## config.mk

```make
export PLATFORM = sky130hd
export DESIGN_NAME = stage_if
export DESIGN_NICKNAME = d
export VERILOG_FILES = /design/src/rtl/stage_if_pkg.sv /design/src/rtl/if_fifo.sv /design/src/rtl/stage_if.sv
export SDC_FILE = /design/constraint.sdc
export NUM_CORES = 1
export LEC_CHECK = 0
export CORE_UTILIZATION = 29
export DETAILED_ROUTE_END_ITERATION = 8
export SKIP_CTS_REPAIR_TIMING = 1
export SLEW_MARGIN = 20
export SYNTH_ARGS = -nofsm -noshare
export SYNTH_HDL_FRONTEND = slang
export SYNTH_HIERARCHICAL = 1
export SYNTH_SLANG_ARGS = --single-unit
```

## constraint.sdc

```tcl
create_clock -name clk -period 29.8 [get_ports clk]
set_clock_uncertainty 0.05 [all_clocks]
set_input_delay 5.96 -clock clk [delete_from_list [all_inputs] [get_ports clk]]
set_output_delay 5.96 -clock clk [all_outputs]
set_load 0.01 [all_outputs]
```

## src/rtl/stage_if_pkg.sv

```systemverilog
// rtl/stage_if_pkg.sv - shared constants and the {pc, inst} prefetch entry type for the fetch stage
package stage_if_pkg;

  localparam logic [31:0] ZERO_WORD = 32'h0000_0000;
  localparam logic [31:0] NOP_INST  = 32'h0000_0013;

  typedef struct packed {
    logic [31:0] pc;
    logic [31:0] inst;
  } fetch_entry_t;

endpackage

```

## src/rtl/if_fifo.sv

```systemverilog
// rtl/if_fifo.sv - synchronous prefetch FIFO of {pc, inst}; flush wins over push/pop
module if_fifo
  import stage_if_pkg::*;
#(
  parameter int DEPTH = 2
) (
  input  logic                   clk,
  input  logic                   rst,
  input  logic                   push,
  input  logic                   pop,
  input  logic                   flush,
  input  fetch_entry_t           din,
  output logic [$clog2(DEPTH):0] count,
  output logic                   empty,
  output logic                   full,
  output fetch_entry_t           head
);

  localparam int AW = $clog2(DEPTH);
  localparam int CW = AW + 1;

  fetch_entry_t    r_mem [DEPTH];
  logic [AW-1:0]   r_rd;
  logic [AW-1:0]   r_wr;
  logic [CW-1:0]   r_count;

  // Pointers wrap naturally because DEPTH is a power of two.
  always_ff @(posedge clk) begin
    if (rst || flush) begin
      r_rd    <= '0;
      r_wr    <= '0;
      r_count <= '0;
    end else begin
      if (push) r_wr <= r_wr + 1'b1;
      if (pop)  r_rd <= r_rd + 1'b1;
      r_count <= r_count + CW'(push) - CW'(pop);
    end
  end

  always_ff @(posedge clk) begin
    if (!rst && !flush && push) r_mem[r_wr] <= din;
  end

  assign count = r_count;
  assign empty = (r_count == '0);
  assign full  = (r_count == CW'(DEPTH));
  assign head  = r_mem[r_rd];

endmodule

```

## src/rtl/stage_if.sv

```systemverilog
// rtl/stage_if.sv - RV32I instruction fetch stage with prefetch FIFO and redirect discard tracking
// Optional perf counters (perf_fetch_o, perf_bubble_o) enabled by defining IF_PERF_CNT_EN.
module stage_if
  import stage_if_pkg::*;
#(
  parameter logic [31:0] RESET_PC   = 32'h0000_0000,
  parameter int          FIFO_DEPTH = 2
) (
  input  logic        clk,
  input  logic        rst,
  input  logic        stall_i,
  input  logic        branch_flag_i,
  input  logic [31:0] branch_target_i,
  output logic        mem_req_o,
  output logic [31:0] mem_addr_o,
  input  logic        mem_gnt_i,
  input  logic        mem_rvalid_i,
  input  logic [31:0] mem_rdata_i,
  output logic [31:0] pc_o,
  output logic [31:0] inst_o,
  output logic        inst_valid_o
`ifdef IF_PERF_CNT_EN
  ,
  output logic [31:0] perf_fetch_o,
  output logic [31:0] perf_bubble_o
`endif
);

  localparam int CW = $clog2(FIFO_DEPTH) + 1;
  localparam int SW = CW + 2;

  logic [31:0]   r_fetch_pc;
  logic [31:0]   r_resp_pc;
  logic [CW-1:0] r_outstanding;
  logic [CW-1:0] r_discard;

  logic [CW-1:0] w_count;
  logic          w_empty;
  logic          w_full;
  fetch_entry_t  w_head;
  fetch_entry_t  w_din;
  logic [SW-1:0] w_inflight;
  logic          w_grant;
  logic          w_drop;
  logic          w_keep;
  logic          w_push;
  logic          w_pop;

  // Every slot that a word could land in is reserved up front, so the FIFO never overflows.
  assign w_inflight = SW'(w_count) + SW'(r_outstanding) + SW'(r_discard);
  assign mem_req_o  = !rst && !branch_flag_i && !w_full && (w_inflight < SW'(FIFO_DEPTH));
  assign mem_addr_o = r_fetch_pc;

  assign w_grant = mem_req_o && mem_gnt_i;
  assign w_drop  = mem_rvalid_i && (r_discard != '0);
  assign w_keep  = mem_rvalid_i && (r_discard == '0) && (r_outstanding != '0);
  assign w_push  = w_keep && !branch_flag_i;
  assign w_pop   = inst_valid_o && !stall_i && !branch_flag_i;
  assign w_din   = '{pc: r_resp_pc, inst: mem_rdata_i};

  always_ff @(posedge clk) begin
    if (rst) begin
      r_fetch_pc    <= RESET_PC;
      r_resp_pc     <= RESET_PC;
      r_outstanding <= '0;
      r_discard     <= '0;
    end else if (branch_flag_i) begin
      // Words still owed by memory for the old path become discards; a word arriving now is one of them.
      r_fetch_pc    <= branch_target_i;
      r_resp_pc     <= branch_target_i;
      r_outstanding <= '0;
      r_discard     <= r_discard + r_outstanding - CW'(w_drop || w_keep);
    end else begin
      if (w_grant) r_fetch_pc <= r_fetch_pc + 32'd4;
      if (w_keep)  r_resp_pc  <= r_resp_pc + 32'd4;
      r_outstanding <= r_outstanding + CW'(w_grant) - CW'(w_keep);
      r_discard     <= r_discard - CW'(w_drop);
    end
  end

  if_fifo #(
    .DEPTH (FIFO_DEPTH)
  ) u_fifo (
    .clk   (clk),
    .rst   (rst),
    .push  (w_push),
    .pop   (w_pop),
    .flush (branch_flag_i),
    .din   (w_din),
    .count (w_count),
    .empty (w_empty),
    .full  (w_full),
    .head  (w_head)
  );

  assign inst_valid_o = !w_empty;
  assign pc_o         = w_empty ? ZERO_WORD : w_head.pc;
  assign inst_o       = w_empty ? NOP_INST  : w_head.inst;

`ifdef IF_PERF_CNT_EN
  logic [31:0] r_perf_fetch;
  logic [31:0] r_perf_bubble;

  always_ff @(posedge clk) begin
    if (rst) begin
      r_perf_fetch  <= '0;
      r_perf_bubble <= '0;
    end else begin
      if (w_pop)                    r_perf_fetch  <= r_perf_fetch + 32'd1;
      if (!inst_valid_o && !stall_i) r_perf_bubble <= r_perf_bubble + 32'd1;
    end
  end

  assign perf_fetch_o  = r_perf_fetch;
  assign perf_bubble_o = r_perf_bubble;
`endif

endmodule

```

[Yosys cells after proc, flatten, opt, wreduce, memory -nomap -nowiden]
Memories as Yosys holds them, arrays and structs flattened. A register that Yosys moved wholly into a read port is not among the register bits.
Index checks and enable logic that the tools add are counted.
Cells by class
  reductions and logical operators: 25
  $lt $le $gt $ge: 1
  add/sub/neg operators: 13
  muxes and demuxes: 11
  equal/unequal tests: 1
Operators with widths (number)
  two-way mux 32 bit: 6
  adder 32 x 3 -> 32 bit (second input constant): 2
  logical AND 1 bit: 11
  nonzero test 2 bit: 4
  subtractor 2 x 1 -> 2 bit: 4
  zero test 1 bit: 5
  adder 2 x 1 -> 2 bit: 2
  adder 3 x 2 -> 4 bit: 1
  zero test 2 bit: 2
  < comparator 4 x 2 -> 1 bit (second input constant): 1
  two-way mux 1 bit: 4
  adder 2 x 2 -> 3 bit: 1
  adder 1 bit (second input constant): 2
  adder 2 bit: 1
  equality test 2 bit (second input constant): 1
  logical OR 1 bit: 2
  two-way mux 2 bit: 1
  OR reduction 2 bit: 1
Storage, ports and cells
  output and inout port bits: 98
  bits in registers: 72
  memories: 1
  memory bits (writable): 128
  input bits: 70
Memories
  u_fifo.r_mem: words 2, width 64, read ports 1, clocked after Yosys merged registers in 1, write ports 1, line if_fifo.sv:22  | fetch_entry_t r_mem [DEPTH];

[Logic depth before layout (Yosys ltp)]
  word-level depth: 7
  mapped depth: 15

[Hierarchy]
The synthesis kept the hierarchy.
By module, submodules not included
  if_fifo: cells an instance 221, area each 5148.7 um^2, times used 1, sequential area each 3943.8 um^2
  stage_if: cells an instance 570, area each 4406.7 um^2, times used 1, sequential area each 1361.3 um^2

[Worst setup path before layout]
No wires, ideal clock.
  path kind: input-to-reg
  start point: in branch_flag_i
  end point: mem u_fifo/r_mem[0][0] (netlist bit) (enable)
  data arrival time: 13384 ps
  stages: 5
  setup time: 670 ps
  path slack: 15696 ps
  data required time: 29080 ps
  path through: buf_2 clkbuf_1 buf_1 nor2_1 nor4b_1
On the way
  word-level cells in the longest chain between the ends: 5
Ends and longest elaborated chain
  start, declared: line stage_if.sv:12  | input logic branch_flag_i,
  zero test 1 bit: line stage_if.sv:57  | assign w_push = w_keep && !branch_flag_i;
  logical AND 1 bit: line stage_if.sv:57
  net w_push: line stage_if.sv:46  | logic w_push;
  logical AND 1 bit: line if_fifo.sv:41  | if (!rst && !flush && push) r_mem[r_wr] <= din;
  two-way mux 1 bit: line if_fifo.sv:41
  two-way mux 1 bit (not written as such): line if_fifo.sv:41
  end, declared: line if_fifo.sv:22
The timed path passes the listed nets, and every way through them passes these cells.

[Final worst setup path]
  start point: in branch_flag_i
  end point: out mem_req_o
On the way
  word-level cells in the longest chain between the ends: 4
Ends and longest elaborated chain
  zero test 1 bit: line stage_if.sv:51  | assign mem_req_o = !rst && !branch_flag_i && !w_full && (w_inflight < SW'(FIFO_DEPTH));
  logical AND 1 bit (3 in a row): line stage_if.sv:51
  end, declared: line stage_if.sv:14  | output logic mem_req_o,
Every way passes these cells.

==> results.cfg <==
[status]
run_status = finished clean

[route]
drt_iter0_markers = 389
drt-vias-per-instance = 4.68
wl_per_cell_um = 16.5
route.detailed.drc = 0
firstDrtPassIters = 5
ant_nets = 0
drt-total-wl_um = 23300
vias = 6610

[clock_network]
clock_latency_ns = 0.50
cts_root_buffer = clkbuf_16
cts_made_buffers = 24
cts.sinks = 201
htree_levels = 1
cts_tree = done
cts_buffer_depth = 3
clk_pin_slew_ns = 0.05

[logic_synthesis]
postSynthCellCount = 791
yosys_warnings = 6
synth_edf_count = 128
synth-seq-cells = 201
seq_area_frac_synth = 0.555
yosys.area.top_type = edfxtp_1
synth_nets = 874
synth_top_flop_cell = edfxtp_1
synth.distinct_cells = 58
syn-cell-area_sq_mm = 0.00956
synthArstFlopShare = 0
avgSynthCellArea_sq_um = 12.1
synth_top_area_share = 0.402
synthTopCellsByArea = edfxtp_1 (40%), dfxtp_1 (15%), mux2_4 (9.4%)

[pwr]
vdd_drop_max_mv = 0.0369
leakage_uw = 0.00425
finalPower_uw = 637
p_per_area_mw_per_mm2 = 51.5

[grt]
grtUsageMet1 = 0.205
grt_max_degree = 67
grt_overflow = 0
grt_antenna_before_repair = 0
grt_pass1_vias = 6260
grt_pass1_wl_um = 36500
use_met2 = 0.199
grt-busiest-layer = met1
track_usage = 0.138
grtUsageMet3 = 0.0283

[die]
die_area_sq_mm = 0.0337
die_w_um = 184
core_area_sq_mm = 0.0325
num_rows = 66
pin_count = 168
die_h_um = 184
initial_core_util = 0.294

[sta]
fin_tns_setup_ns = 0
hold_viol_final = 0
drv_slew = 0
max_freq_mhz = 73.5
finalSetupViolations = 0
rsz0062_at_grt = false
period_share = 0.456
period_needed_ns = 13.60
worst_slew_pin_slew_ns = 0.920
slew_headroom = 0.386
fin_ws_ns = 16.20

[critical_path]
crit_buf_inv = 3
path_class = input port to output pin
cpPeakStageDelay_ns = 0.53
path_max_fanout = 50
crit_family = buffers and inverters
end_kind = output pin
crit_path_cell_trace = buf_2 -> buf_4 -> nor2_2 -> and2_1 -> clkdlybuf4s50_1
crit_arrival_ns = 7.59
cp.required_ns = 23.79
start_kind = input port
cp_slowest_cell = clkdlybuf4s50_1

[placement]
pre_cts_ws_ns = 16.22
placed_cells = 1369
place_hpwl_um = 15600
portBuffers = 167
place_congestion = 0.785

[finish]
drive_gt1_frac = 0.138
fin_util = 0.381
seq_area_sq_mm = 0.00531
fillers = 3142
area_delta_synth_final_pct = 29.3
mostFrequentLayoutCell = clkdlybuf4s50_1
n_antenna_cell = 0
multi_input_area_sq_mm = 0.00391
final_cell_mix = clkdlybuf4s50_1 (165), edfxtp_1 (128), dfxtp_1 (72)
layout.nets = 1036
fin_cells = 1413

[worst_hold_path]
hp-class = register to register

[flow_run]
cap_violations = 0
cells in the mapped netlist, types with 4 or more instances:
library cell / n
buf_1: 5
xor2_1: 20
a31oi_1: 21
mux2_4: 60
dfxtp_1: 73
a221oi_1: 4
nand2_1: 59
buf_2: 5
nand3_1: 30
ha_1: 12
nor2b_1: 62
xnor2_1: 12
and4_1: 7
mux2_2: 10
edfxtp_1: 128
nand2b_1: 4
o21a_1: 5
o21ai_0: 21
clkbuf_1: 23
and2_1: 10
inv_1: 22
buf_12: 6
nor2_1: 43
nor3_1: 14
nand4_1: 28
a211oi_1: 10
a21oi_1: 24
or3_1: 6
and3_1: 14
state kept, by name, indices dropped and copies added, names as in the netlist, named ones only:
signal	cells
mem_addr_o	32
r_discard	2
r_outstanding	2
r_resp_pc	32
u_fifo/count	2
u_fifo/r_mem	128
u_fifo/r_rd	1
u_fifo/r_wr	1
worst min-delay path: stages (launching register included):
cell and delay [ns]:
dfxtp_1 0.31, nand2_1 0.05, a21oi_1 0.05
cells by family after synthesis:
| family | after synthesis | share of synthesized area |
|---|---|---|
| compound gates | 108 | 0.0731 |
| xor+xnor | 33 | 0.0317 |
| fa+ha+maj | 13 | 0.0178 |
| buf+inv | 63 | 0.0372 |
| flops | 201 | 0.555 |
| mux | 73 | 0.109 |
| simple gates | 300 | 0.176 |
report_power, final:
part	switching (uW)	total, uW	internal, uW
Combinational	22.2	44.9	22.7
Sequential	9.58	312	302
Clock	110	280	170
final cells by class:
class                   count  share of cell area
clock buffers              37              0.0567
multi-input cells         527               0.316
well taps                 442              0.0448
flip-flops and latches    201               0.430
repair buffers            177               0.141
inverters                  22             0.00668
clock inverters             7             0.00537
through the flow:
stage,cell area (sq um),hold WS [ns]
floorplan,9560,0.375
finish,12400,0.407
global route,12400,0.432
global placement,11600,0.386
CTS,12400,0.408
detailed placement,11600,0.398
worst paths after layout:
check / slack [ns] / startpoint / to / cells after the start
worst min register to register: 0.41 / mem_addr_o[0] / mem_addr_o[0] / 2
worst max register to register: 25.88 / r_outstanding[1] / r_outstanding[1] / 14
worst min-delay path: 0.41 / mem_addr_o[0] / mem_addr_o[0] / 2
worst max-delay path: 16.20 / branch_flag_i / mem_req_o / 5
layer usage:
metal  up-vias  part of all wire
li1       3238                 -
met1      3101              0.49
met2       236              0.42
met3        35             0.073
met4         0             0.022
met5         -                 0
(Power assumes the default switching activity.)
